[src/rtl/arb_mux_pkg.sv]
`default_nettype none
// ============================================================================
// Module      : arb_mux_pkg
// Description : Shared constants and helpers for the K-to-1 arbitrated mux.
// Revision    : 1.0
// ============================================================================
package arb_mux_pkg;

    localparam logic MODE_FIXED = 1'b0;
    localparam logic MODE_RR    = 1'b1;

    // An index field for a single channel still needs one bit.
    function automatic int clog2_floor1(input int value);
        int r;
        r = $clog2(value);
        return (r < 1) ? 1 : r;
    endfunction

endpackage
`default_nettype wire

[src/rtl/rr_arbiter_k.sv]
`default_nettype none
// ============================================================================
// Module      : rr_arbiter_k
// Description : Combinational K-way arbiter, round-robin or fixed priority.
// Revision    : 1.0
// ============================================================================
module rr_arbiter_k
    import arb_mux_pkg::*;
#(
    parameter int K  = 4,
    parameter int SW = clog2_floor1(K)
) (
    input  logic [K-1:0]  req,
    input  logic [SW-1:0] ptr,
    input  logic          rr_en,
    output logic [K-1:0]  grant,
    output logic [SW-1:0] gidx
);

    logic [K-1:0]   w_mask;
    logic [2*K-1:0] w_dbl;
    logic           w_found;

    always_comb begin
        w_mask = '0;
        for (int i = 0; i < K; i++) begin
            w_mask[i] = (rr_en == MODE_FIXED) || (i >= int'(ptr));
        end
        // Lower copy holds requests at/above the pointer, upper copy supplies the wrap.
        w_dbl   = {req, req & w_mask};
        w_found = 1'b0;
        gidx    = '0;
        for (int i = 2 * K - 1; i >= 0; i--) begin
            if (w_dbl[i]) begin
                w_found = 1'b1;
                gidx    = SW'(i % K);
            end
        end
        grant = '0;
        for (int i = 0; i < K; i++) begin
            grant[i] = w_found && (int'(gidx) == i);
        end
    end

endmodule
`default_nettype wire

[src/rtl/arb_mux_kto1_wn.sv]
`default_nettype none
// ============================================================================
// Module      : arb_mux_kto1_wn
// Description : K-channel N-bit arbitrated mux with one registered output slot.
// Revision    : 1.0
// ============================================================================
module arb_mux_kto1_wn
    import arb_mux_pkg::*;
#(
    parameter  int N  = 4,
    parameter  int K  = 4,
    localparam int SW = clog2_floor1(K)
) (
    input  logic           clk,
    input  logic           rst_n,
    input  logic           rr_en,
    input  logic [K*N-1:0] in_data,
    input  logic [K-1:0]   in_valid,
    output logic [K-1:0]   in_ready,
    output logic [N-1:0]   out_data,
    output logic [SW-1:0]  out_sel,
    output logic           out_valid,
    input  logic           out_ready
);

    logic [K-1:0]  w_grant;
    logic [SW-1:0] w_gidx;
    logic [SW-1:0] w_ptr_next;
    logic [N-1:0]  w_word;
    logic          w_load_en;
    logic          w_xfer;
    logic [SW-1:0] r_ptr;
    logic [N-1:0]  r_out_data;
    logic [SW-1:0] r_out_sel;
    logic          r_out_valid;

    rr_arbiter_k #(
        .K  (K),
        .SW (SW)
    ) u_arb (
        .req   (in_valid),
        .ptr   (r_ptr),
        .rr_en (rr_en),
        .grant (w_grant),
        .gidx  (w_gidx)
    );

    assign w_load_en  = !r_out_valid || out_ready;
    assign in_ready   = rst_n ? (w_grant & {K{w_load_en}}) : '0;
    assign w_xfer     = |in_ready;
    assign w_ptr_next = (int'(w_gidx) == K - 1) ? '0 : w_gidx + 1'b1;

    always_comb begin
        w_word = '0;
        for (int i = 0; i < K; i++) begin
            if (int'(w_gidx) == i) begin
                w_word = in_data[i*N +: N];
            end
        end
    end

    always_ff @(posedge clk) begin
        if (!rst_n) begin
            r_out_valid <= 1'b0;
            r_out_data  <= '0;
            r_out_sel   <= '0;
            r_ptr       <= '0;
        end else if (w_xfer) begin
            r_out_valid <= 1'b1;
            r_out_data  <= w_word;
            r_out_sel   <= w_gidx;
            if (rr_en == MODE_RR) begin
                r_ptr <= w_ptr_next;
            end
        end else if (r_out_valid && out_ready) begin
            // Data and index keep their last value once consumed.
            r_out_valid <= 1'b0;
        end
    end

    assign out_data  = r_out_data;
    assign out_sel   = r_out_sel;
    assign out_valid = r_out_valid;

endmodule
`default_nettype wire

[config.mk]
export PLATFORM = sky130hd
export DESIGN_NAME = arb_mux_kto1_wn
export DESIGN_NICKNAME = d
export VERILOG_FILES = /design/src/rtl/arb_mux_pkg.sv /design/src/rtl/rr_arbiter_k.sv /design/src/rtl/arb_mux_kto1_wn.sv
export SDC_FILE = /design/constraint.sdc
export NUM_CORES = 1
export LEC_CHECK = 0
export CORE_MARGIN = 2
export CORE_UTILIZATION = 41
export DETAILED_ROUTE_END_ITERATION = 10
export HOLD_SLACK_MARGIN = 0.15
export PLACE_DENSITY = 0.89
export SETUP_SLACK_MARGIN = 0.3
export SLEW_MARGIN = 20
export SYNTH_ARGS = -nofsm -noshare
export SYNTH_HDL_FRONTEND = slang
export SYNTH_SLANG_ARGS = --single-unit
[constraint.sdc]
create_clock -name clk -period 4.75 [get_ports clk]
set_input_delay 1.1875 -clock clk [delete_from_list [all_inputs] [get_ports clk]]
set_output_delay 1.1875 -clock clk [all_outputs]
set_load 0.05 [all_outputs]
==> metrics, run 1 <==
status finished, final reports clean; leakage power ~0.42 nW; DR vias roughly 760; DR iter-0 viols 15; Syn Inst Count 88; required time worst endpoint 3.56 ns; Final Hold Viols 0; reg2reg start r_ptr[1]; Syn Area/Cell about 7.5 um^2; Reg clk slew, reported paths roughly 0.06 ns; GR Overflow Total 0; Clock Latency Late Sink approximately 0.25 ns; TritonRoute pass-1 iters 4; CTS buffer count 3; fin nets 150; fin worst setup slack around 0.42 ns; total track usage 0.1959; CTS sink cnt 9; Final Cell Area around 0.0011 mm^2; Max clock buf depth 2; post-DP HPWL about 1400 um; Placer Congestion 0.8675; initial antenna violation count 0; placed instance area just over 0.001 mm^2; largest net degree at the start of global routing 12; effective utilization at floorplan 0.4402; CTS tree yes; share of post-route cells with drive strength above 1 0.1322; skew final between 0.005 and 0.006 ns; die footprint 0.001955 mm^2; Peak Freq 230.8 MHz; H-tree depth 1; net count after synthesis between 100 and 150; first-pass GRT wire length 2863 um; Min-Delay Path Class flop to flop; critical path class input port to primary output; power density cells 256.6 mW/mm^2; setup_tns 0 ns; vias in the first global route between 700 and 800; Port Buffers 34; CP Max Fanout 11; Tmin final ~4.3 ns; max-slew violations 0; Die Ht 44.22 um; drt drc 0; DRT antenna net count 0; YS warnings 0; crit end category primary output; RSZ-0062 raised after global routing no; # fillers about 130; DR WL/cell approximately 13 um; element type at the critical path start input port; mapped cell area 663.1 um^2; Setup Viol. Count Final 0; DP Worst Slack between 0.4 and 0.5 ns; hold wc startpoint out_sel[0]; Post-Layout Cell Count between 100 and 150; worst slew pin tran 0.5033 ns; Netlist cell types 28; critical path arrival approximately 3.1 ns; num rows 14; maxcap violations 0; Final Cycle Share 0.9120; CP Launch Point rr_en; cell total after placement about 130; sequential-to-total area share from yosys stat 0.2717; area delta synth->final 59.06%; Yosys reg bits 9; Die X roughly 44 um; Core Box Area around 0.0015 mm^2; Antenna Cells 0; Max VDD drop 237.8 uV; Clock Tree Root clkbuf_4; vias per cell roughly 5.5; Ports 35; Post-Route WL between 1500 and 2000 um; Slew headroom 0.6614; Tot Pwr roughly 270 uW
stage by stage:
stage	utilization	hold slack, ns
floorplan	-	0.5118
global placement	0.6794	0.4633
finish	0.7002	0.4888
global route	0.7002	0.5232
CTS	0.6968	0.4914
detailed placement	0.6794	0.4814
registers in the layout (all words and copies together), names as in the netlist:
register,flops
out_sel,2
out_data,4
r_ptr,2
out_valid,1
report_power, final:
part	internal [mW]	leakage [nW]	switching (mW)	total [mW]
sequential	0.0835	0.0741	0.00541	0.0889
combinational	0.0544	0.332	0.0695	0.124
clock	0.0323	0.0150	0.0256	0.0579
total	0.170	0.421	0.101	0.271
logic make-up after synthesis:
family / share of synthesized area
fa+ha+maj: 0.07547
mux: 0.01509
simple gates: 0.2377
flops: 0.2717
compound gates: 0.3189
buf+inv: 0.08113
placed cells by master (no fill, tap or decap):
cell type,synthesis,final
a21boi_0,2,2
a21oi_1,13,13
a21oi_2,1,1
a22oi_1,4,4
and2_1,4,4
and4_4,1,1
buf_12,0,3
buf_4,0,1
clkbuf_1,3,1
clkbuf_4,0,3
clkdlybuf4s50_1,0,30
dfxtp_1,9,9
ha_1,4,2
ha_2,0,2
inv_1,7,7
mux2i_1,1,1
nand2_1,6,6
nand2b_1,1,1
nand3_1,4,4
nand4_1,1,1
nor2_1,4,4
nor2b_1,1,1
nor3_1,1,1
nor4_1,1,1
nor4_2,1,1
o21ai_0,8,8
o21ai_2,4,4
o221ai_1,1,1
o41ai_1,1,1
or3_1,1,1
or4_1,2,2
layer usage:
metal / up-vias / wire length, um / track usage
met1: 331 / 725 / 0.1980
met5: - / 0 / 0
met2: 34 / 841 / 0.3529
li1: 384 / - / -
met3: 6 / 163 / 0.06939
met4: 0 / 53 / 0.09697
synthesized netlist by cell type:
cell | instances | area (um^2)
a21oi_1 | 13 | 65.06
dfxtp_1 | 9 | 180.2
o21ai_0 | 8 | 40.04
inv_1 | 7 | 26.28
nand2_1 | 6 | 22.52
a22oi_1 | 4 | 30.03
and2_1 | 4 | 25.02
ha_1 | 4 | 50.05
nand3_1 | 4 | 20.02
nor2_1 | 4 | 15.01
o21ai_2 | 4 | 35.03
clkbuf_1 | 3 | 11.26
a21boi_0 | 2 | 15.01
or4_1 | 2 | 15.01
a21oi_2 | 1 | 8.760
and4_4 | 1 | 11.26
buf_2 | 1 | 5.000
buf_6 | 1 | 11.26
mux2i_1 | 1 | 10.01
nand2b_1 | 1 | 6.260
nand4_1 | 1 | 6.260
nor2b_1 | 1 | 6.260
nor3_1 | 1 | 5.000
nor4_1 | 1 | 6.260
nor4_2 | 1 | 12.51
o221ai_1 | 1 | 8.760
o41ai_1 | 1 | 8.760
or3_1 | 1 | 6.260
path summary, 6_finish.rpt:
check / endpoint / slack, ns / cells after the start
worst max-delay path: in_ready[2] / 0.42 / 8
worst min-delay path: out_sel[0] / 0.49 / 2
worst max register to register: out_data[0] / 2.19 / 9
worst min register to register: out_sel[0] / 0.49 / 2
worst max-delay path: stages:
cell and delay [ns]:
clkdlybuf4s50_1 0.52, nand3_1 0.12, or3_1 0.36, nand3_1 0.17, inv_1 0.10, ha_1 0.31, and2_1 0.19, buf_4 0.18
layout make-up:
cell class	count	area, um^2	share of cell area
clock buffer	4	26.28	0.02491
timing repair buffer	34	367.9	0.3488
inverter	7	26.28	0.02491
sequential	9	180.2	0.1708
tap	16	20.02	0.01898
multi-input combinational	67	434.2	0.4116
timing repair:
item / CTS / global route
endpoints found under the setup margin: 0 / 2
hold buffers: 0 / 0
gates resized for setup: 0 / 2
buffers inserted: 0 / 0
Note: power is estimated with default switching activity, not from simulation.
==> run 2: changes to the inputs <==
- REMOVE_ABC_BUFFERS: default -> 1
- SKIP_LAST_GASP: default -> 1
==> metrics, run 2 (synthesis results as in run 1) <==
status finished, final reports clean (unchanged); post-CTS setup buffer count 0 (unchanged); Die Ht 44.22 um (unchanged); fin util 0.7002 (unchanged); reg2reg setup slack 2.23 ns (was 2.19 ns); most frequent cells in the layout clkdlybuf4s50_1, a21oi_1, dfxtp_1, o21ai_0, inv_1 (unchanged); Slowest cell on crit path clkdlybuf4s50_1 (unchanged); fin worst setup slack 0.4587 ns (was 0.4181 ns); cell mode on critical path nand3_1 (unchanged); GR Overflow Total 0 (unchanged); Final Hold Viols 0 (unchanged); Reg clk slew, reported paths 0.06 ns (about the same); Hold Path Cell Cnt 2 (unchanged); Placer Congestion 0.8533 (was 0.8675); number of cells on the worst reg-to-reg path 9 (unchanged); TritonRoute pass-1 iters 4 (unchanged); CTS tree yes (unchanged); placed instance area 0.001023 mm^2 (unchanged); initial antenna violation count 0 (unchanged); Peak Freq 233.0 MHz (was 230.8 MHz); Ports 35 (unchanged); Tot Pwr 272.5 uW (was 270.7 uW); first-pass GRT wire length 2808 um (was 2863 um); Antenna Cells 0 (unchanged); critical path class input port to primary output (unchanged); Final Cycle Share 0.9034 (was 0.9120); crit path to in_ready[2] (unchanged); Port Buffers 34 (unchanged); Slew headroom 0.6688 (was 0.6614); DR vias 758 (was 755); worst slew pin tran 0.4953 ns (was 0.5033 ns); Max clock buf depth 2 (unchanged); Min-Delay Path Class flop to flop (unchanged); num rows 14 (unchanged); commonest non-fill, non-tap cell in the layout clkdlybuf4s50_1 (unchanged); CTS buffer count 3 (unchanged); critical path arrival 3.10 ns (was 3.14 ns); GR Util met2 0.3412 (was 0.3529); CP Launch Point rr_en (unchanged); RSZ-0062 raised after global routing no (unchanged); max-slew violations 0 (unchanged); vias per cell 5.533 (was 5.511); total track usage 0.1949 (was 0.1959); Core Box Area 0.001506 mm^2 (unchanged); Clock Latency Late Sink 0.26 ns (was 0.25 ns); RR Endpoint out_data[0] (unchanged); fin nets 150 (unchanged); Die X 44.22 um (unchanged); skew final 0.003653 ns (was 0.005547 ns); Setup Viol. Count Final 0 (unchanged); H-tree depth 1 (unchanged); Clock Tree Root clkbuf_4 (unchanged); Post-Route WL 1839 um (was 1784 um); DRT antenna net count 0 (unchanged); Final Cell Area 0.001055 mm^2 (unchanged); share of post-route cells with drive strength above 1 0.1322 (unchanged); number of flip-flops in the largest register 4 (unchanged); leakage power 0.4208 nW (unchanged); largest net degree at the start of global routing 12 (unchanged); DP Worst Slack 0.3998 ns (was 0.4266 ns); reg2reg start r_ptr[1] (unchanged); effective utilization at floorplan 0.4402 (unchanged); CP Max Fanout 11 (unchanged); met1 usage 0.2050 (was 0.1980); crit end category primary output (unchanged); Most Used Layer, Global Route met2 (unchanged); power density cells 258.4 mW/mm^2 (was 256.6 mW/mm^2); Tmin final 4.291 ns (was 4.332 ns); CTS sink cnt 9 (unchanged); crit path cell chain clkdlybuf4s50_1 -> nand3_1 -> or3_1 -> nand3_1 -> inv_1 -> ha_1 -> and2_1 -> buf_4 (unchanged); Worst path max stage delay 0.52 ns (about the same); Max VDD drop 289.4 uV (was 237.8 uV); maxcap violations 0 (unchanged); drt drc 0 (unchanged); required time worst endpoint 3.56 ns (about the same); DR iter-0 viols 34 (was 15); vias in the first global route 686 (was 729); area delta synth->final 59.06% (unchanged); die footprint 0.001955 mm^2 (unchanged); DR WL/cell 13.42 um (was 13.02 um); element type at the critical path start input port (unchanged); post-DP HPWL 1417 um (was 1431 um); met3 Use GR 0.1061 (was 0.06939); setup_tns 0 ns (unchanged)
==> run 2: metal layers <==
layer | vias to the layer above | routed length [um]
li1 | 391 | -
met1 | 309 | 735
met2 | 54 | 838
met3 | 4 | 245
met4 | 0 | 19
met5 | - | 0
==> run 2: how the worst min path moves through the flow <==
stage / start / to
5_1_grt: out_sel[0] / out_sel[0]
3_3_place_gp: out_sel[0] / out_sel[0]
6_report: out_sel[0] / out_sel[0]
2_1_floorplan: r_ptr[1] / r_ptr[1]
4_1_cts: out_sel[0] / out_sel[0]
3_5_place_dp: out_sel[0] / out_sel[0]
==> run 2: worst max-delay path, delay by kind of cell <==
family / cells / cell delay, ns
fa+ha+maj: 1 / 0.30
buf+inv: 3 / 0.79
simple gates: 4 / 0.82
==> run 2: timing repair <==
| action | 4_1_cts | 5_1_grt |
|---|---|---|
| hold buffers | 0 | 0 |
| gates resized for setup | 0 | 2 |
| endpoints found under the setup margin | 0 | 2 |
| endpoints found under the hold margin | 0 | 0 |
==> run 2: power breakdown <==
part	internal, mW	switching (mW)
clock network	0.0323	0.0261
registers	0.0835	0.00550
logic	0.0545	0.0706
total	0.170	0.102
==> run 2: layout make-up <==
class / instances / area [um^2]
inverters: 7 / 26.28
repair buffers: 34 / 367.9
well taps: 16 / 20.02
fillers: 117 / 451.7
flip-flops and latches: 9 / 180.2
clock buffers: 4 / 26.28
multi-input cells: 67 / 434.2
==> run 2: stage by stage <==
| stage | hold WS, ns | instances |
|---|---|---|
| after floorplan | 0.5118 | 83 |
| after global placement | 0.4634 | 133 |
| after detailed placement | 0.4767 | 133 |
| after CTS | 0.4925 | 137 |
| after global routing | 0.5180 | 137 |
| final | 0.4899 | 137 |
==> variant 1 (flow settings as in run 2) <==
Make the reset (`rst_n`) asynchronous in one clocked block.
--- a/src/rtl/arb_mux_kto1_wn.sv
+++ b/src/rtl/arb_mux_kto1_wn.sv
@@ -59,7 +59,7 @@
         end
     end
 
-    always_ff @(posedge clk) begin
+    always_ff @(posedge clk or negedge rst_n) begin
         if (!rst_n) begin
             r_out_valid <= 1'b0;
             r_out_data  <= '0;
Formal check against the unedited RTL: differs if rst_n is asserted again (counterexample within 4 cycles, from zero or initial values and one cycle with rst_n low); with rst_n held inactive, the same outputs for 10 cycles.
==> variant 1 against run 2 <==
Synthesized cell count shrank 17%. Sequential share of layout area grew 3.3 points. First-iteration DRC count shrank 71%. Area after synthesis grew 4.9%. Setup slack lost 0.074 ns. Cell area grew 4.6%. Count of clock-buffer cells in the layout is the same. Wire length shrank 0.98%. Clock skew grew 0.0059 ns. Sequential cell count is the same. Critical path type unchanged.
Power is not compared: it rests on default switching activity, and its combinational part moved more than twofold at a synthesized area within 25%.
==> variant 1: results (changes against run 2) <==
metric;value;unit;change
Critical Path Fanout Max;10;;was 11
gp weighted congestion;0.758;;was 0.853
Worst-Skew Late Latency;0.27;ns;
r2r endpoint;out_data[2];;was out_data[0]
CTS root buf;clkbuf_4;;unchanged
FF-to-FF setup slack;2.16;ns;was 2.23 ns
Vias;668;;was 758
Post-DP HPWL;1450;um;was 1420 um
maximum vdd drop;0.254;mV;
number of buffers added on ports;34;;unchanged
vias in the first global route;650;;was 686
Pre-Repair DR Iteration Count;4;;unchanged
Synth Flop Type;dfrtp_1;;was dfxtp_1
measured slew at the worst slew-check pin;0.492;ns;was 0.495 ns
final wirelength;1820;um;was 1840 um
Hold WC Path Type;flop to flop;;unchanged
H-Tree Depth;1;;unchanged
worst setup path endpoint;in_ready[3];;was in_ready[2]
Setup Buffers After CTS;0;;unchanged
CTS clk-pin slew, worst paths;0.07;ns;
largest net degree at the start of global routing;11;;was 12
gr usage total;20.5;%;was 19.5%
Critical Path Start;in_valid[1];;was rr_en
Internal;305;uW;
run status;finished clean;;unchanged
synth cell count leaders;dfrtp_1, a21oi_1, nand2_1, inv_1, mux2_4;;was a21oi_1, dfxtp_1, o21ai_0, inv_1, nand2_1
Synth area leaders;dfrtp_1, mux2_4, ha_1;;was dfxtp_1, a21oi_1, ha_1
reg2reg start;r_ptr[1];;unchanged
yosys synthesis warning count;0;;unchanged
critical path data arrival time;3.18;ns;was 3.10 ns
number of buffers created by CTS;3;;unchanged
Worst Clk Skew;0.00951;ns;was 0.00365 ns
setup violators final;0;;unchanged
ANT cells;0;;unchanged
die area;0.00204;mm2;was 0.00195 mm2
Final nets;137;;was 150
share of cells above drive strength 1;18.5;%;was 13.2%
sequential-to-total area share from yosys stat;32.4;%;was 27.2%
max FFs per register;4;;unchanged
Synth Instances;73;;was 88
fin cells;124;;was 137
global-route wire length before repair;2880;um;was 2810 um
initial antenna violation count;0;;unchanged
Async S/R FF share, synth;100;%;was 0%
Pleak;0.502;nW;
reg2reg path depth;8;;was 9
DRC violation total after the first TritonRoute iteration;10;;was 34
clock tree buffer depth;2;;unchanged
synth unique cells;24;;was 28
==> variant 1: cell count changes in the layout (fill, tap and decap cells not counted), moves of 3 or more <==
cell	run 2	this run
dfrtp_1	0	9
dfxtp_1	9	0
mux2_4	0	6
a21oi_1	13	8
a22o_1	0	4
a22oi_1	4	0
o21ai_2	4	0
nand3_1	4	1
o21ai_0	8	5
==> variant 1: worst min-delay path by stage <==
stage / from / slack, ns / endpoint / depth (start not counted)
after floorplan: r_ptr[0] / 0.48 / r_ptr[0] / 1
after global placement: out_valid / 0.48 / out_valid / 2
after detailed placement: out_valid / 0.49 / out_valid / 2
after CTS: out_valid / 0.51 / out_valid / 2
after global routing: out_sel[1] / 0.53 / out_sel[1] / 1
final: out_valid / 0.50 / out_valid / 2
==> variant 1: worst max-delay path, stage by stage <==
cell and delay (ns):
clkdlybuf4s50_1 0.53, a21boi_2 0.27, o221ai_1 0.24, inv_1 0.20, ha_1 0.35, and2_1 0.23
buf_12 0.15
==> variant 1: per-stage QoR <==
step	hold WS (ns)	instance area, um2	worst slack [ns]
2_1_floorplan	0.482	673	0.882
3_3_place_gp	0.480	1060	0.342
3_5_place_dp	0.492	1060	0.168
4_1_cts	0.507	1090	0.392
5_1_grt	0.531	1100	0.287
6_report	0.503	1100	0.385
==> variant 1: power by group through the flow <==
| stage | sequential [mW] | clock (mW) | combinational, mW |
|---|---|---|---|
| after global routing | 0.141 | 0.0654 | 0.385 |
| final | 0.137 | 0.0616 | 0.363 |
| after CTS | 0.136 | 0.0637 | 0.360 |
| after detailed placement | 0.137 | 0 | 0.358 |
| after floorplan | 0.229 | 0 | 0.151 |
| after global placement | 0.135 | 0 | 0.350 |
==> variant 1: metal layers <==
metal | part of all wire (%) | wire [um] | vias up | global-route usage, %
li1 | - | - | 328 | -
met1 | 42 | 759 | 311 | 23.0
met2 | 49 | 888 | 23 | 34.6
met3 | 6.5 | 118 | 6 | 4.00
met4 | 3.0 | 54 | 0 | 14.1
met5 | 0 | 0 | - | 0
==> variant 1: repair_timing <==
| item | 4_1_cts | 5_1_grt |
|---|---|---|
| endpoints found under the setup margin | 4 | 3 |
| endpoints found under the hold margin | 0 | 0 |
| resized for setup | 2 | 3 |
==> variant 1: cell families after synthesis <==
| group | synth area share (%) |
|---|---|
| simple gates | 20.0 |
| buf+inv | 6.47 |
| mux | 16.2 |
| fa+ha+maj | 7.19 |
| flops | 32.4 |
| compound gates | 17.8 |
==> variant 1: final cells by class <==
type	count	area, um2
Timing Repair Buffer	35	363
Tap cell	16	20.0
Fill cell	114	438
Inverter	6	22.5
Clock buffer	4	26.3
Multi-Input combinational cell	54	447
Sequential cell	9	225
==> variant 2 (config.mk and constraints of run 2) <==
Without the edit above. `N`: 4 -> 3.
--- a/src/rtl/arb_mux_kto1_wn.sv
+++ b/src/rtl/arb_mux_kto1_wn.sv
@@ -7,7 +7,7 @@
 module arb_mux_kto1_wn
     import arb_mux_pkg::*;
 #(
-    parameter  int N  = 4,
+    parameter  int N  = 3,
     parameter  int K  = 4,
     localparam int SW = clog2_floor1(K)
 ) (
Interface: changed (resized in_data and out_data); port bits go from 35 to 30. No check against the original RTL was run, so the function may have changed too.
==> variant 2 against run 2 <==
Combinational power decreased by 12%. Via count down 11%. Cell area is 12% lower. Total power is 11% lower. Area after synthesis decreased by 14%. Sequential cell count fell by 1. Setup slack got worse by 0.018 ns. Wire length is 9.2% lower. Fmax shrank 0.41%. Synthesized cell count shrank 16%. Critical path type unchanged. Largest power group unchanged.
==> variant 2: results (changes against run 2) <==
metric;value;unit;change
run status;finished clean;;unchanged
Hold WC Path Type;flop to flop;;unchanged
worst setup path endpoint;in_ready[1];;was in_ready[2]
max FFs per register;3;;was 4
detail-routed net length per standard cell;14.0;um;was 13.4 um
sequential-to-total area share from yosys stat;27.9;%;was 27.2%
ANT cells;0;;unchanged
global-route wire length before repair;2330;um;was 2810 um
Top Metal Used;met3;;was met4
initial antenna violation count;0;;unchanged
synth unique cells;31;;was 28
maximum vdd drop;0.164;mV;was 0.289 mV
DR WL met2;892;um;was 838 um
critical path data arrival time;3.12;ns;was 3.10 ns
Setup Buffers After CTS;0;;unchanged
Critical Path Fanout Max;9;;was 11
hold slack;0.506;ns;was 0.490 ns
Post-Place Worst Slack;0.456;ns;was 0.400 ns
vias in the first global route;548;;was 686
register share of total power;32.6;%;was 32.7%
Top delay family on crit path;buffers and inverters;;was simple AND/OR/NAND/NOR gates
Crit-path slowest cell;clkdlybuf4s50_1;;unchanged
met3 WL;114;um;was 245 um
Pleak;0.372;nW;was 0.421 nW
post-cts resize count;0;;unchanged
Post-DP HPWL;1280;um;was 1420 um
share of cells above drive strength 1;13.5;%;was 13.2%
worst rel slew slack;66.6;%;was 66.9%
gp weighted congestion;0.768;;was 0.853
final cycle utilization of the critical path;90.7;%;was 90.3%
Final nets;130;;was 150
seq pwr;78.6;uW;was 89.0 uW
Area after DPL;901;um2;was 0.00102 mm2
clock network power share;22.0;%;was 21.4%
Synth area leaders;dfxtp_1, a21oi_1, ha_1;;unchanged
largest net degree at the start of global routing;10;;was 12
Synth Instances;74;;was 88
gr usage total;21.6;%;was 19.5%
M1 WL;662;um;was 735 um
reg2reg path depth;8;;was 9
Post-Place Cells;116;;was 133
synth cell count leaders;a21oi_1, dfxtp_1, o21ai_0, inv_1;;was a21oi_1, dfxtp_1, o21ai_0, inv_1, nand2_1
Worst Clk Skew;0.00664;ns;was 0.00365 ns
via/cell ratio;5.65;;was 5.53
Internal;151;uW;was 170 uW
CTS root buf;clkbuf_4;;unchanged
number of buffers added on ports;29;;was 34
r2r endpoint;out_data[2];;was out_data[0]
Critical Path Start;in_valid[1];;was rr_en
DRC violation total after the first TritonRoute iteration;19;;was 34
final wirelength;1670;um;was 1840 um
variant 2: cell count changes after synthesis, moves of 2 or more:
cell,delta
o21ai_2,-3
clkbuf_1,-2
o21ai_1,+2
a21oi_1,-2
nand2_1,-2
nor2_1,-2
variant 2: routing by layer:
layer	global-route usage (%)	vias to the layer above
met5	0	-
met4	2.42	0
met3	7.98	0
met2	40.6	31
met1	23.4	304
li1	-	337
variant 2: cell families (layout without fill, tap and decap cells):
group | after synthesis | in the layout | share of synthesized area (%)
DFF | 8 | 8 | 27.9
AOI/OAI and AO/OA | 29 | 29 | 30.3
and+or+nand+nor | 24 | 24 | 25.8
adders and majority gates | 4 | 4 | 8.73
muxes | 1 | 1 | 1.75
buffers and inverters | 8 | 38 | 5.46
variant 2: cell type report:
cell class / instances / area [um2]
clock buffer: 3 / 22.5
fill: 93 / 375
inverter: 6 / 22.5
multi-input combinational: 58 / 384
sequential: 8 / 160
tap: 15 / 18.8
timing repair buffer: 29 / 318
